[config.mk]
export PLATFORM = sky130hd
export DESIGN_NAME = mandel_view_loader_flat
export DESIGN_NICKNAME = d
export VERILOG_FILES = /design/src/rtl/mandel_view_loader_if.sv /design/src/rtl/mandel_view_loader.sv /design/src/flat_wrapper.sv
export SDC_FILE = /design/constraint.sdc
export NUM_CORES = 1
export LEC_CHECK = 0
export ABC_AREA = 1
export BUFFER_PORTS_ARGS = -buffer_cell sky130_fd_sc_hd__buf_4
export CORE_ASPECT_RATIO = 0.6
export CORE_MARGIN = 4
export CORE_UTILIZATION = 45
export DETAILED_ROUTE_END_ITERATION = 8
export HOLD_SLACK_MARGIN = 0.12
export PLACE_DENSITY_LB_ADDON = 0.2
export SYNTH_ARGS = -nofsm -noshare
export SYNTH_HDL_FRONTEND = slang
export SYNTH_SLANG_ARGS = --single-unit
[constraint.sdc]
create_clock -name clk -period 1.4 [get_ports clk]
set_input_delay 0.42 -clock clk [delete_from_list [all_inputs] [get_ports clk]]
set_output_delay 0.42 -clock clk [all_outputs]
set_load 0.1 [all_outputs]
[src/rtl/mandel_view_loader_if.sv]
// Configuration bus between the host pin block and the viewport loader.
// master drives the pin-side inputs and frame pulse; slave is the loader.
interface mandel_view_loader_if #(
  parameter int BITS    = 16,
  parameter int IN_BITS = 14
);
  logic [IN_BITS-1:0] value_in;
  logic               sel_y;
  logic               strobe;
  logic               frame_start;
  logic [BITS-1:0]    x_left;
  logic [BITS-1:0]    y_top;
  logic [BITS-1:0]    x_inc;
  logic [BITS-1:0]    y_inc;
  logic               pending;
  logic               committed;

  modport master (
    output value_in, sel_y, strobe, frame_start,
    input  x_left, y_top, x_inc, y_inc, pending, committed
  );

  modport slave (
    input  value_in, sel_y, strobe, frame_start,
    output x_left, y_top, x_inc, y_inc, pending, committed
  );
endinterface

[src/rtl/mandel_view_loader.sv]
// Viewport loader: synchronises host pin writes into shadow registers and
// commits them atomically to the renderer at a frame boundary.
//
// Per-axis write pointer:
//   state      | meaning
//   PTR_ORIGIN | next write targets the origin shadow (pair complete)
//   PTR_INC    | next write targets the increment shadow (pair half-written)
module mandel_view_loader #(
  parameter int BITS        = 16,
  parameter int IN_BITS     = 14,
  parameter int SYNC_STAGES = 2
) (
  input logic                 clk,
  input logic                 rst_n,
  mandel_view_loader_if.slave cfg
);
  localparam logic [BITS-1:0] X_LEFT_RST = BITS'(16'hA800);  // -11 << 11
  localparam logic [BITS-1:0] Y_TOP_RST  = BITS'(16'h3400);  //  13 << 10
  localparam logic [BITS-1:0] X_INC_RST  = BITS'(16'h00F0);
  localparam logic [BITS-1:0] Y_INC_RST  = BITS'(16'h0033);

  typedef enum logic {PTR_ORIGIN = 1'b0, PTR_INC = 1'b1} ptr_t;

  logic [IN_BITS-1:0]     r_val_sync [SYNC_STAGES];
  logic [SYNC_STAGES-1:0] r_sel_sync;
  logic [SYNC_STAGES-1:0] r_stb_sync;
  logic                   r_stb_d;

  ptr_t r_ptr_x, r_ptr_y, w_ptr_x_nxt, w_ptr_y_nxt;

  logic [BITS-1:0] r_x_left_s, r_y_top_s, r_x_inc_s, r_y_inc_s;
  logic [BITS-1:0] r_x_left, r_y_top, r_x_inc, r_y_inc;
  logic            r_pending, r_committed;

  logic               w_write, w_wr_x, w_wr_y, w_commit;
  logic [IN_BITS-1:0] w_val;
  logic [BITS-1:0]    w_origin, w_inc;

  always_ff @(posedge clk) begin
    if (!rst_n) begin
      for (int i = 0; i < SYNC_STAGES; i++) r_val_sync[i] <= '0;
      r_sel_sync <= '0;
      r_stb_sync <= '0;
      r_stb_d    <= 1'b0;
    end else begin
      r_val_sync[0] <= cfg.value_in;
      r_sel_sync[0] <= cfg.sel_y;
      r_stb_sync[0] <= cfg.strobe;
      for (int i = 1; i < SYNC_STAGES; i++) begin
        r_val_sync[i] <= r_val_sync[i-1];
        r_sel_sync[i] <= r_sel_sync[i-1];
        r_stb_sync[i] <= r_stb_sync[i-1];
      end
      r_stb_d <= r_stb_sync[SYNC_STAGES-1];
    end
  end

  assign w_val   = r_val_sync[SYNC_STAGES-1];
  assign w_write = r_stb_sync[SYNC_STAGES-1] & ~r_stb_d;
  // Origin: [1:-12] pin format widened to [2:-13]; increment stays raw LSBs.
  assign w_origin = {{(BITS-IN_BITS-1){w_val[IN_BITS-1]}}, w_val, 1'b0};
  assign w_inc    = {{(BITS-IN_BITS){1'b0}}, w_val};

  always_ff @(posedge clk) begin
    if (!rst_n) begin
      r_ptr_x <= PTR_ORIGIN;
      r_ptr_y <= PTR_ORIGIN;
    end else begin
      r_ptr_x <= w_ptr_x_nxt;
      r_ptr_y <= w_ptr_y_nxt;
    end
  end

  always_comb begin
    w_ptr_x_nxt = r_ptr_x;
    w_ptr_y_nxt = r_ptr_y;
    w_wr_x      = w_write & ~r_sel_sync[SYNC_STAGES-1];
    w_wr_y      = w_write &  r_sel_sync[SYNC_STAGES-1];
    w_commit    = cfg.frame_start & r_pending &
                  (r_ptr_x == PTR_ORIGIN) & (r_ptr_y == PTR_ORIGIN);
    if (w_wr_x) w_ptr_x_nxt = (r_ptr_x == PTR_ORIGIN) ? PTR_INC : PTR_ORIGIN;
    if (w_wr_y) w_ptr_y_nxt = (r_ptr_y == PTR_ORIGIN) ? PTR_INC : PTR_ORIGIN;
  end

  always_ff @(posedge clk) begin
    if (!rst_n) begin
      r_x_left_s  <= X_LEFT_RST;
      r_y_top_s   <= Y_TOP_RST;
      r_x_inc_s   <= X_INC_RST;
      r_y_inc_s   <= Y_INC_RST;
      r_x_left    <= X_LEFT_RST;
      r_y_top     <= Y_TOP_RST;
      r_x_inc     <= X_INC_RST;
      r_y_inc     <= Y_INC_RST;
      r_pending   <= 1'b0;
      r_committed <= 1'b0;
    end else begin
      if (w_wr_x && r_ptr_x == PTR_ORIGIN) r_x_left_s <= w_origin;
      if (w_wr_x && r_ptr_x == PTR_INC)    r_x_inc_s  <= w_inc;
      if (w_wr_y && r_ptr_y == PTR_ORIGIN) r_y_top_s  <= w_origin;
      if (w_wr_y && r_ptr_y == PTR_INC)    r_y_inc_s  <= w_inc;
      // Commit copies pre-write shadows; a same-edge write wins on pending.
      if (w_commit) begin
        r_x_left <= r_x_left_s;
        r_y_top  <= r_y_top_s;
        r_x_inc  <= r_x_inc_s;
        r_y_inc  <= r_y_inc_s;
      end
      if (w_write)       r_pending <= 1'b1;
      else if (w_commit) r_pending <= 1'b0;
      r_committed <= w_commit;
    end
  end

  assign cfg.x_left    = r_x_left;
  assign cfg.y_top     = r_y_top;
  assign cfg.x_inc     = r_x_inc;
  assign cfg.y_inc     = r_y_inc;
  assign cfg.pending   = r_pending;
  assign cfg.committed = r_committed;
endmodule

[src/flat_wrapper.sv]
// flat-port wrapper written by rule: the top's interface ports become plain ports
module mandel_view_loader_flat 
#(
  parameter int BITS        = 16,
  parameter int IN_BITS     = 14,
  parameter int SYNC_STAGES = 2
)
  (clk, rst_n, cfg_value_in, cfg_sel_y, cfg_strobe, cfg_frame_start, cfg_x_left, cfg_y_top, cfg_x_inc, cfg_y_inc, cfg_pending, cfg_committed);
  mandel_view_loader_if #(.BITS(BITS), .IN_BITS(IN_BITS)) cfg_i ();
  input logic clk;
  input logic rst_n;
  input wire logic [$bits(cfg_i.value_in)-1:0] cfg_value_in;
  input wire logic [$bits(cfg_i.sel_y)-1:0] cfg_sel_y;
  input wire logic [$bits(cfg_i.strobe)-1:0] cfg_strobe;
  input wire logic [$bits(cfg_i.frame_start)-1:0] cfg_frame_start;
  output wire logic [$bits(cfg_i.x_left)-1:0] cfg_x_left;
  output wire logic [$bits(cfg_i.y_top)-1:0] cfg_y_top;
  output wire logic [$bits(cfg_i.x_inc)-1:0] cfg_x_inc;
  output wire logic [$bits(cfg_i.y_inc)-1:0] cfg_y_inc;
  output wire logic [$bits(cfg_i.pending)-1:0] cfg_pending;
  output wire logic [$bits(cfg_i.committed)-1:0] cfg_committed;
  assign cfg_i.value_in = cfg_value_in;
  assign cfg_i.sel_y = cfg_sel_y;
  assign cfg_i.strobe = cfg_strobe;
  assign cfg_i.frame_start = cfg_frame_start;
  assign cfg_x_left = cfg_i.x_left;
  assign cfg_y_top = cfg_i.y_top;
  assign cfg_x_inc = cfg_i.x_inc;
  assign cfg_y_inc = cfg_i.y_inc;
  assign cfg_pending = cfg_i.pending;
  assign cfg_committed = cfg_i.committed;
  mandel_view_loader #(.BITS(BITS), .IN_BITS(IN_BITS), .SYNC_STAGES(SYNC_STAGES)) u_core (.clk(clk), .rst_n(rst_n), .cfg(cfg_i));
endmodule
# Word level (Yosys, flattened, before mapping)
# Memory sizes are Yosys's and may differ from the RTL's.
# Index checks and enable logic that the tools add are counted.
# word_totals
register_bits	123
ramBits	28
output_inout_bits	66
elab_cells	41
memories	1
# classes
muxes	8
n_bitwise	12
n_reduce_logical	5
# mem_list
memory	words	width	read_ports	rd_ports_with_merged_regs	wr	line_no	source
u_core.r_val_sync	2	14	2	0	2	mandel_view_loader.sv:24	logic [IN_BITS-1:0] r_val_sync [SYNC_STAGES];
# ops
op	count
14-bit two-way mux	2
1-bit bitwise AND	6
1-bit two-way mux	6
1-bit logical AND	4
1-bit NOT	4
1-bit OR	2
2-bit nonzero test	1

# Longest topological paths before layout
# Gate-level depths: netlist of run 1.
# depth
word_depth	5
ltp_mapped	8
mapped_depth_nobuf	6

# Worst setup path after synthesis of run 1
# OpenSTA, ideal clock, no wires.
# synth_timing
path_kind	reg2reg
start	register u_core.r_pending (netlist: u_core.cfg.pending)
end	register u_core.r_x_inc[7] (netlist: u_core.cfg.x_inc[7])
setup_ns	0.134
arrival_ns	1.717
t_required_ns	1.266
slack_ns	-0.450
path_stages_with_launch	6
cell_sequence	dfxtp_1 > nand3_2 > buf_2 > buf_2 > nand2_1 > nand3_1
# synth_between
elab_chain_len	3
# synth_rtl
element	line_no	source
start: declaration	mandel_view_loader.sv:33	logic r_pending, r_committed;
start signal: assignment	mandel_view_loader.sv:95	r_pending <= 1'b0;
start signal: assignment	mandel_view_loader.sv:109	if (w_write) r_pending <= 1'b1;
start signal: assignment	mandel_view_loader.sv:110	else if (w_commit) r_pending <= 1'b0;
1-bit bitwise AND (2 in a row)	mandel_view_loader.sv:79	w_commit = cfg.frame_start & r_pending &
1-bit bitwise AND	mandel_view_loader.sv:80	(r_ptr_x == PTR_ORIGIN) & (r_ptr_y == PTR_ORIGIN);
end signal: assignment	mandel_view_loader.sv:106	r_x_inc <= r_x_inc_s;
end: declaration	mandel_view_loader.sv:32	logic [BITS-1:0] r_x_left, r_y_top, r_x_inc, r_y_inc;
# Every way passes these cells.
# A chain may end at the register's enable or synchronous reset.

# Final worst setup path of run 1
# layout_timing
start	register u_core.cfg.y_top[14] (netlist name)
end	output port cfg_y_top[15]
# layout_lines
element	line_no	source
end: declaration	flat_wrapper.sv:17	output wire logic [$bits(cfg_i.y_top)-1:0] cfg_y_top;
# No word-level cell between the ends.

==> results.cfg, run 1 <==
[status]
status = finished, final reports clean

[routing]
drt.antenna.violating_nets = 0
drt_drc_violations_left = 0
first_pass_iters = 5
dr_total_vias = 4406
drt_wl_total_um = 12150
routed_via_density = 4.667
wl_per_cell_um = 12.88
detail_route.iter0.violations = 393

[synthesis]
synth.avg_cell_area_um2 = 7.639
yosysUniqueCellTypes = 18
ys_ff_latch = 151
synth_area_mm2 = 0.005355
ys_warn_count = 0
postSynthCellCount = 701
synth-seq-area-share_pct = 56.45

[sta]
slew_violations = 0
max_freq_mhz = 721.1
grt_setup_unrepaired = yes
setup_viol = 0
period_share_pct = 99.05
setup_slack_ns = 0.01329
clock-skew-final_ns = 0.01030
hold_viol = 0
fin_tns_setup_ns = 0
fin_crit_ns = 1.387

[worst_setup_path]
crit_buf_inv = 1
r2r_end = u_core.cfg.x_inc[9]
cp_top_family = flip-flops
worstSetupEndpoint = cfg_y_top[15]
r2r_slack_ns = 0.11
criticalPathCategory = register to primary output
startpoint = u_core.cfg.y_top[14]
max_stage_delay_ns = 0.38
r2r-start = u_core.r_ptr_y
slowest_stage = dfxtp_4
cp.required_ns = 0.98
cp-end-kind = primary output
critPathLaunchType = register
cp_cell_sequence = buf_12
r2r_cells = 5
path_max_fanout = 3
worstSetupPathDepth = 1
crit_arrival_ns = 0.97

[global_routing]
grtUsageMet1_pct = 25.17
grt_max_degree = 58
busiest_layer = met2
grt.total_usage_pct = 18.53
antenna_found_initial = 0
grt_pass1_wl_um = 20400
met3_usage_pct = 4.939
overflow = 0
use_met2_pct = 29.28
grt_pass1_vias = 4136

[die]
rows = 30
core_area_mm2 = 0.01145
dieHeight_um = 92.50
fp.dieW_um = 148.8
initial_core_util_pct = 46.78
num_io_pins = 85
dieArea_mm2 = 0.01377

[hold_path]
hold_depth = 3
hold_path.class = input pin to register

[cts]
clockRootBuffer = clkbuf_16
cts.hold.buffers_added = 0
path_clk_slew_ns = 0.06
clockBufferDepth = 2
clock_latency_ns = 0.41
cts_tree = done
cts-htree-levels = 4
clock-sinks = 151
numCtsBuffers = 17

[placement]
dpl.hpwl_um = 8207
port_buffers = 78
dp_worst_setup_slack_ns = 0.1002
placed_cell_area_mm2 = 0.006108
dp.cells = 912
gp_congestion = 0.8662

[pwr]
p_leak_nw = 3.450
vdd.ir_drop.worst_uv = 777.3
cellPowerDensity_mw_per_mm2 = 1400

[finish]
nets = 790
num_antenna_cells = 0
drive_above_1_share_pct = 24.49
instances_no_fill = 944
finalInstanceArea_mm2 = 0.007548
area_growth_pct = 40.96

[run]
drv_cap = 0
## how the worst min path moves through the flow
| stage | start | to | slack (ns) |
|---|---|---|---|
| after floorplan | u_core.r_sel_sync[0] | u_core.r_sel_sync[1] | 0.39 |
| after global placement | u_core.r_val_sync[0][7] | u_core.r_val_sync[0][21] | 0.40 |
| after detailed placement | u_core.r_val_sync[0][5] | u_core.r_val_sync[0][19] | 0.40 |
| after CTS | cfg_value_in[10] | u_core.r_val_sync[0][10] | 0.18 |
| after global routing | cfg_value_in[0] | u_core.r_val_sync[0][0] | 0.18 |
| final | cfg_value_in[0] | u_core.r_val_sync[0][0] | 0.19 |
## routing by layer
layer	routed length (um)	part of all wire, %
met5	0	0
met4	71	0.58
met3	738	6.1
met2	5537	46
met1	5807	48
## metrics by stage
step           hold WS, ns  total power (W)  util [%]
6_report            0.1871          0.01057     65.93
5_1_grt             0.1820          0.01095     65.93
4_1_cts             0.1774          0.01061     65.64
3_5_place_dp        0.4014         0.005733     53.36
3_3_place_gp        0.4021         0.005715     53.36
2_1_floorplan       0.3905         0.005481         -
## timing repair
action / in CTS / in global routing
setup buffers: 0 / 0
resized for setup: 230 / 12
endpoints found under the setup margin: 60 / 17
## area by class of cell
class                      count  area (um^2)
inverter                      66        247.7
clock inverter                12        175.2
tap                          160        200.2
timing repair buffer          92         1529
sequential                   151         3103
multi-input combinational    443         1857
clock buffer                  20        436.7
fill                         914         3900
## Yosys cell counts (all sizes together)
cell	number	area, um^2
nor2	177	686.9
nand4	1	6.260
dfxtp	151	3023
conb	1	3.750
clkbuf	17	63.81
buf	29	187.7
a21oi	4	20.02
nand2	140	525.5
inv	66	247.7
nand3	72	375.4
o21ai	43	215.2
## layout by cell type, fill, tap and decap left out, drive strengths merged
cell type / instances
a21oi: 4
buf: 92
bufinv: 4
clkbuf: 20
clkinv: 2
clkinvlp: 4
conb: 6
dfxtp: 151
inv: 68
nand2: 140
nand3: 72
nand4: 1
nor2: 177
o21ai: 43
## kinds of logic after synthesis
family | count (synthesis) | synth area share [%]
other | 1 | 0.07003
AND/OR/NAND/NOR | 390 | 29.77
buffers and inverters | 112 | 9.322
flip-flops | 151 | 56.45
AO/OA/AOI/OAI | 47 | 4.393
## flip-flops by register name (all words and copies together), names as in the netlist, 14 cells and up
signal	cells
u_core.r_y_top_s	14
u_core.cfg.y_top	14
u_core.r_x_left_s	15
u_core.cfg.y_inc	14
u_core.r_x_inc_s	14
u_core.r_val_sync	28
u_core.cfg.x_left	15
u_core.r_y_inc_s	14
u_core.cfg.x_inc	14
## power by group
| part | switching, W | internal (W) |
|---|---|---|
| sequential | 0.000121 | 0.00445 |
| clock | 0.00174 | 0.00298 |
| combinational | 0.000857 | 0.000426 |
| total | 0.00271 | 0.00786 |
(Power assumes the default switching activity.)
==> run 2: changes to the inputs <==
- clock period: 1.4 -> 1.53 ns (I/O delays scaled with it)
==> results.cfg, run 2 (synthesized netlist as in run 1, its figures left out) <==
[sta]
clock-skew-final_ns = 0.007836
setup_viol = 0
hold_viol = 0
max_freq_mhz = 669.5
fin_tns_setup_ns = 0
period_share_pct = 97.63
slew_violations = 0
worst_hold_slack_ns = 0.2331
fin_crit_ns = 1.494
grt_setup_unrepaired = no

[hold_path]
hold_path.class = input pin to register

[placement]
gp_congestion = 0.8658
port_buffers = 78
dp.cells = 912
dpl.hpwl_um = 8421

[routing]
dr_total_vias = 4314
wl_per_cell_um = 12.58
first_pass_iters = 5
drt_drc_violations_left = 0
routed_via_density = 4.580
detail_route.iter0.violations = 244
drt.antenna.violating_nets = 0
drt_wl_total_um = 11850

[worst_setup_path]
path_max_fanout = 2
max_stage_delay_ns = 0.33
crit_arrival_ns = 1.03
cp.required_ns = 1.07
criticalPathCategory = register to primary output
cp-end-kind = primary output
cp_cell_sequence = buf_4
critPathLaunchType = register
crit_buf_inv = 1
cp_top_family = flip-flops
slowest_stage = dfxtp_1

[global_routing]
antenna_found_initial = 0
grt_max_degree = 54
grt_pass1_wl_um = 19690
grt.total_usage_pct = 17.75
grt_pass1_vias = 4111
overflow = 0

[pwr]
power.total_w = 0.009325
cellPowerDensity_mw_per_mm2 = 1377
p_leak_nw = 3.234
vdd.ir_drop.worst_uv = 866.4

[finish]
instances_no_fill = 942
mostFrequentLayoutCells = nor2_1, dfxtp_1, nand2_1, nand3_1, inv_1
num_antenna_cells = 0
drive_above_1_share_pct = 17.01
largest_reg_flops = 28
area_growth_pct = 26.45
final_common_cell = nor2_1
top_register = u_core.r_val_sync
nets = 790

[cts]
cts_setup_buffers = 0
clock-sinks = 151
cts-htree-levels = 4
clock_latency_ns = 0.41
numCtsBuffers = 17
cts_tree = done
path_clk_slew_ns = 0.06
clockRootBuffer = clkbuf_16
clockBufferDepth = 2

[run]
drv_cap = 0

[die]
core_area_mm2 = 0.01145
initial_core_util_pct = 46.78
num_io_pins = 85
dieArea_mm2 = 0.01377
fp.dieW_um = 148.8
dieHeight_um = 92.50
rows = 30

[status]
status = finished, final reports clean
## run 2: cell type report
cell class / count / area [um^2]
sequential: 151 / 3025
clock buffer: 23 / 467.9
timing repair buffer: 92 / 857.1
inverter: 66 / 247.7
clock inverter: 7 / 121.4
fill: 1032 / 4677
tap: 160 / 200.2
multi-input combinational: 443 / 1852
## run 2: power by group
part	internal, W	switching (W)
clock network	0.00264	0.00150
logic	0.000255	0.000779
registers	0.00406	0.0000834
## run 2: final timing paths
kind / start / to / slack, ns / cells past startpoint
worst max-delay path: u_core.cfg.y_inc[1] / cfg_y_inc[1] / 0.04 / 1
worst min-delay path: cfg_value_in[10] / u_core.r_val_sync[0][10] / 0.23 / 3
worst max register to register: u_core.r_sel_sync[1] / u_core.r_y_top_s[8] / 0.19 / 6
worst min register to register: u_core.r_val_sync[0][12] / u_core.r_val_sync[0][26] / 0.41 / 2
## run 2: what timing repair did
action,4_1_cts,5_1_grt
gates cloned,0,0
hold buffers,0,0
setup endpoints to repair,3,28
resized for setup,3,28
## run 2: stage by stage
stage / utilization [%] / worst slack (ns) / instance area [um^2]
CTS: 58.23 / 0.001284 / 6666
global route: 59.15 / 0.0008863 / 6771
finish: 59.15 / 0.03629 / 6771
detailed placement: 52.98 / 0.1848 / 6066
floorplan: - / 0.03891 / 5376
global placement: 52.98 / 0.2398 / 6066
## run 2: layer usage
layer | track usage [%] | routed length, um
met1 | 24.69 | 5881
met2 | 26.29 | 5113
met3 | 4.841 | 721
met4 | 6.931 | 130
met5 | 0 | 0
